==> src/rtl/inv_affine_input_serial.sv <==
// Byte-serial AES inverse affine input stage: accepts a word, transforms one byte
// per clock (LSB first), then holds the finished word on a valid/ready output.
module inv_affine_input_serial #(
   parameter int NBYTES = 4
) (
   input  logic                  clk,
   input  logic                  rst,
   input  logic                  in_valid,
   output logic                  in_ready,
   input  logic [8*NBYTES-1:0]   in_data,
   input  logic                  in_dec,
   output logic                  out_valid,
   input  logic                  out_ready,
   output logic [8*NBYTES-1:0]   out_data,
   output logic                  busy
);

   localparam int W  = 8 * NBYTES;
   localparam int CW = (NBYTES > 1) ? $clog2(NBYTES) : 1;
   localparam logic [CW-1:0] LAST = CW'(NBYTES - 1);

   typedef enum logic [1:0] {IDLE, BUSY, DONE} state_t;

   state_t        state, state_next;
   logic [W-1:0]  shreg;
   logic [W-1:0]  shifted;
   logic [CW-1:0] cnt;
   logic          mode;
   logic [7:0]    byte_f;

   function automatic logic [7:0] inv_affine(input logic [7:0] x);
      return {x[6:0], x[7]} ^ {x[4:0], x[7:5]} ^ {x[1:0], x[7:2]} ^ 8'h05;
   endfunction

   assign byte_f = mode ? inv_affine(shreg[7:0]) : shreg[7:0];

   // The transformed low byte enters at the top so the word rotates back into
   // its original byte order after NBYTES shifts.
   generate
      if (NBYTES == 1) begin : g_single
         assign shifted = byte_f;
      end else begin : g_multi
         assign shifted = {byte_f, shreg[W-1:8]};
      end
   endgenerate

   // NOTE: sequential state uses non-blocking assignments so every register
   // samples pre-edge values regardless of block ordering.
   always_ff @(posedge clk) begin
      if (rst) state <= IDLE;
      else     state <= state_next;
   end

   // NOTE: every output of this block gets a default first, so no path leaves
   // a signal unassigned and no latch is inferred.
   always_comb begin
      state_next = state;
      in_ready   = 1'b0;
      busy       = 1'b0;
      out_valid  = 1'b0;
      case (state)
         IDLE: begin
            in_ready = 1'b1;
            if (in_valid) state_next = BUSY;
         end
         BUSY: begin
            busy = 1'b1;
            if (cnt == LAST) state_next = DONE;
         end
         DONE: begin
            out_valid = 1'b1;
            if (out_ready) state_next = IDLE;
         end
         default: state_next = IDLE;
      endcase
   end

   always_ff @(posedge clk) begin
      if (rst) begin
         shreg <= '0;
         cnt   <= '0;
         mode  <= 1'b0;
      end else begin
         case (state)
            IDLE: begin
               if (in_valid) begin
                  shreg <= in_data;
                  mode  <= in_dec;
                  cnt   <= '0;
               end
            end
            BUSY: begin
               shreg <= shifted;
               cnt   <= cnt + CW'(1);
            end
            default: ;
         endcase
      end
   end

   assign out_data = shreg;

endmodule

==> config.mk <==
export PLATFORM = sky130hd
export DESIGN_NAME = inv_affine_input_serial
export DESIGN_NICKNAME = d
export VERILOG_FILES = /design/src/rtl/inv_affine_input_serial.sv
export SDC_FILE = /design/constraint.sdc
export NUM_CORES = 1
export LEC_CHECK = 0
export ABC_AREA = 1
export ABC_CLOCK_PERIOD_IN_PS = 1510
export BUFFER_PORTS_ARGS = -buffer_cell sky130_fd_sc_hd__buf_2
export CELL_PAD_IN_SITES_DETAIL_PLACEMENT = 2
export CELL_PAD_IN_SITES_GLOBAL_PLACEMENT = 2
export CORE_ASPECT_RATIO = 1.25
export CORE_MARGIN = 10
export CORE_UTILIZATION = 27
export CTS_BUF_LIST = sky130_fd_sc_hd__clkbuf_8
export DETAILED_ROUTE_END_ITERATION = 10
export HOLD_SLACK_MARGIN = 0.05
export PLACE_DENSITY = 0.83
export RECOVER_POWER = 25
export SYNTH_ARGS = -nofsm -noshare
export SYNTH_HDL_FRONTEND = slang
export SYNTH_SLANG_ARGS = --single-unit
==> constraint.sdc <==
create_clock -name clk -period 1.51 [get_ports clk]
set_input_delay 0.302 -clock clk [delete_from_list [all_inputs] [get_ports clk]]
set_output_delay 0.302 -clock clk [all_outputs]
set_load 0.03 [all_outputs]
==> flow_metrics.tcl <==
set metrics [dict create \
    num_antenna_cells 0 \
    synth_cell_types 21 \
    wirelength_um 7800 \
    gp_congestion 0.825 \
    core_area_um2 6930 \
    rrSetupSlack_ns 0.11 \
    drt_iter0_drc 68 \
    grtUsageTotal_pct 14.1 \
    fin_skew_ns 0.00281 \
    worstPathArrival_ns 1.16 \
    ys_seq_area_share_pct 38.5 \
    holdPathEnd "state[1]" \
    min_path_cells 2 \
    synth_nets 310 \
    final_common_cell "nand2_1" \
    route.detailed.drc 0 \
    path_cells "inv_1, nand2_4, clkinv_8, buf_4" \
    ant_nets 0 \
    floorplan.initialDensity_pct 27.8 \
    avgViaCountPerCell 4.96 \
    first_global_vias 2375 \
    path_max_fanout 14 \
    r2r-start "state[1]" \
    min_period_ns 1.46 \
    cts_tree "yes" \
    design.die.area_um2 10900 \
    firstDrtPassIters 4 \
    nNetsFinal 380 \
    clock_latency_ns 0.29 \
    maxCapViolCount 0 \
    ir_drop_mv 0.611 \
    grt_overflow 0 \
    cts_buffer_depth 2 \
    holdBufCountCts 0 \
    finalHoldViolations 0 \
    grt_antenna_before_repair 0 \
    drive_above_1_share_pct 23.4 \
    cpMaxStageDelayCell "dfxtp_2" \
    clk_pin_slew_ns 0.07 \
    slew-limit-headroom_pct 72.5 \
    start_kind "flop" \
    die_h_um 114 \
    crit_buf_inv 3 \
    synth_cells 272 \
    wire_per_inst_um 18.0 \
    portBuffers 71 \
    row_count 34 \
    p_per_area_nw_per_um2 1130 \
    io-pin-count 72 \
    final_max_slew_viol_count 0 \
    numCtsBuffers 5 \
    critical_path.max_stage_delay_ns 0.34 \
    synth_area_um2 1930 \
    mostFrequentLayoutCells "nand2_1, buf_2, nand3_1" \
    vias 2142 \
    synth_top_area_share_pct 38.5 \
    setup_tns_ns 0 \
    critical_path_class "reg2out" \
    grt_pass1_wl_um 12300 \
    cts_sinks 37 \
    grt_max_degree 35 \
    yosys_register_bits 37 \
    reg2reg_depth 7 \
    required_ns 1.21 \
    synth_area_per_cell_um2 7.08 \
    cts_root_buffer "clkbuf_8" \
    fmax_mhz 686 \
    fin_area_um2 2470 \
    synthTopCellsByArea "dfxtp_1, nand2_1, nand3_1" \
    setup_viol 0 \
    fin_crit_sh_pct 96.5 \
    syn2layout_area_growth_pct 28.1 \
    path_delay_family "buffers and inverters" \
    postPlaceCellArea_um2 2350 \
    die-width_um 95.5 \
    r2r_end "out_data[25]" \
    run_status "complete, no violations" \
    ctsHtreeMaxLevel 2 \
    hpwlAfterDp_um 5900 \
    critPathCaptureType "output port" \
    min-delay-start "rst" \
    worst_pin_slew_ns 0.414 \
    yosys_warnings 0 \
    synth_area_leader_cell "dfxtp_1" \
    rsz0062_at_grt "no" \
    min_path_type "in2reg" \
    p_leak_nw 1.24 \
]
routing by layer:
metal  share of wire, %  track usage (%)  up-vias
met4                1.3             4.43        0
met2                 52             24.3       49
met1                 42             16.4     1033
met5                  0                0        -
met3                4.8             3.74        7
li1                   -                -     1053
flip-flops by register name, summed over array words and instances (netlist names):
signal	cells
cnt	2
mode	1
out_data	32
state	2
worst register-to-register path: cells and delay by family (launching register included):
kind,cells,cell delay (ns)
AOI/OAI and AO/OA,2,0.30
buffers and inverters,3,0.49
DFF,1,0.33
and+or+nand+nor,2,0.21
Yosys cell counts (all sizes together):
cell and n:
nor2 2, o211a 16, inv 13, dfxtp 37, clkinv 1, clkbuf 4, nand3 37, a21oi 29
nand2 96, buf 12, ha 1, or2 1, o21ai 23
final cells by class:
type / count / area (um2)
well taps: 90 / 113
flip-flops and latches: 37 / 742
clock inverters: 1 / 3.75
repair buffers: 78 / 418
multi-input cells: 205 / 1030
inverters: 14 / 65.1
clock buffers: 6 / 82.6
fillers: 859 / 4470
repair inverters: 1 / 8.76
through the flow:
| step | std cells | util (%) | total power (W) | hold slack (ns) | worst slack [ns] |
|---|---|---|---|---|---|
| floorplan | 272 | - | 0.00178 | 0.371 | 0.176 |
| global placement | 423 | 34.0 | 0.00205 | 0.446 | 0.203 |
| detailed placement | 423 | 34.0 | 0.00209 | 0.458 | 0.0238 |
| CTS | 430 | 35.3 | 0.00280 | 0.224 | 0.000698 |
| global route | 432 | 35.6 | 0.00295 | 0.241 | 0.00122 |
| finish | 432 | 35.6 | 0.00279 | 0.216 | 0.0527 |
how the worst max path moves through the flow:
stage | startpoint | slack [ns] | cells after the start | to
2_1_floorplan | state[0] | 0.18 | 7 | out_data[4]
3_3_place_gp | state[0] | 0.20 | 7 | out_data[5]
3_5_place_dp | state[0] | 0.02 | 6 | out_data[1]
4_1_cts | state[1] | 0.0007 | 4 | busy
5_1_grt | state[1] | 0.001 | 7 | out_data[25]
6_report | state[1] | 0.05 | 4 | busy
cell families after synthesis:
group                      after synthesis  synth area share (%)
DFF                                     37                  38.5
AOI/OAI and AO/OA                       68                  22.0
buffers and inverters                   30                  8.51
adders and majority gates                1                 0.650
and+or+nand+nor                        136                  30.3
report_power, final:
part | switching [W] | internal (W)
Sequential | 0.000104 | 0.00108
Clock | 0.000362 | 0.000356
Combinational | 0.000607 | 0.000279
what timing repair did:
| item | 4_1_cts | 5_1_grt |
|---|---|---|
| setup buffers | 0 | 1 |
| gates resized for setup | 3 | 5 |
| cloned | 0 | 1 |
| setup endpoints to repair | 1 | 3 |
| pin swaps | 0 | 1 |
No activity file was read; power rests on OpenSTA's default activity.
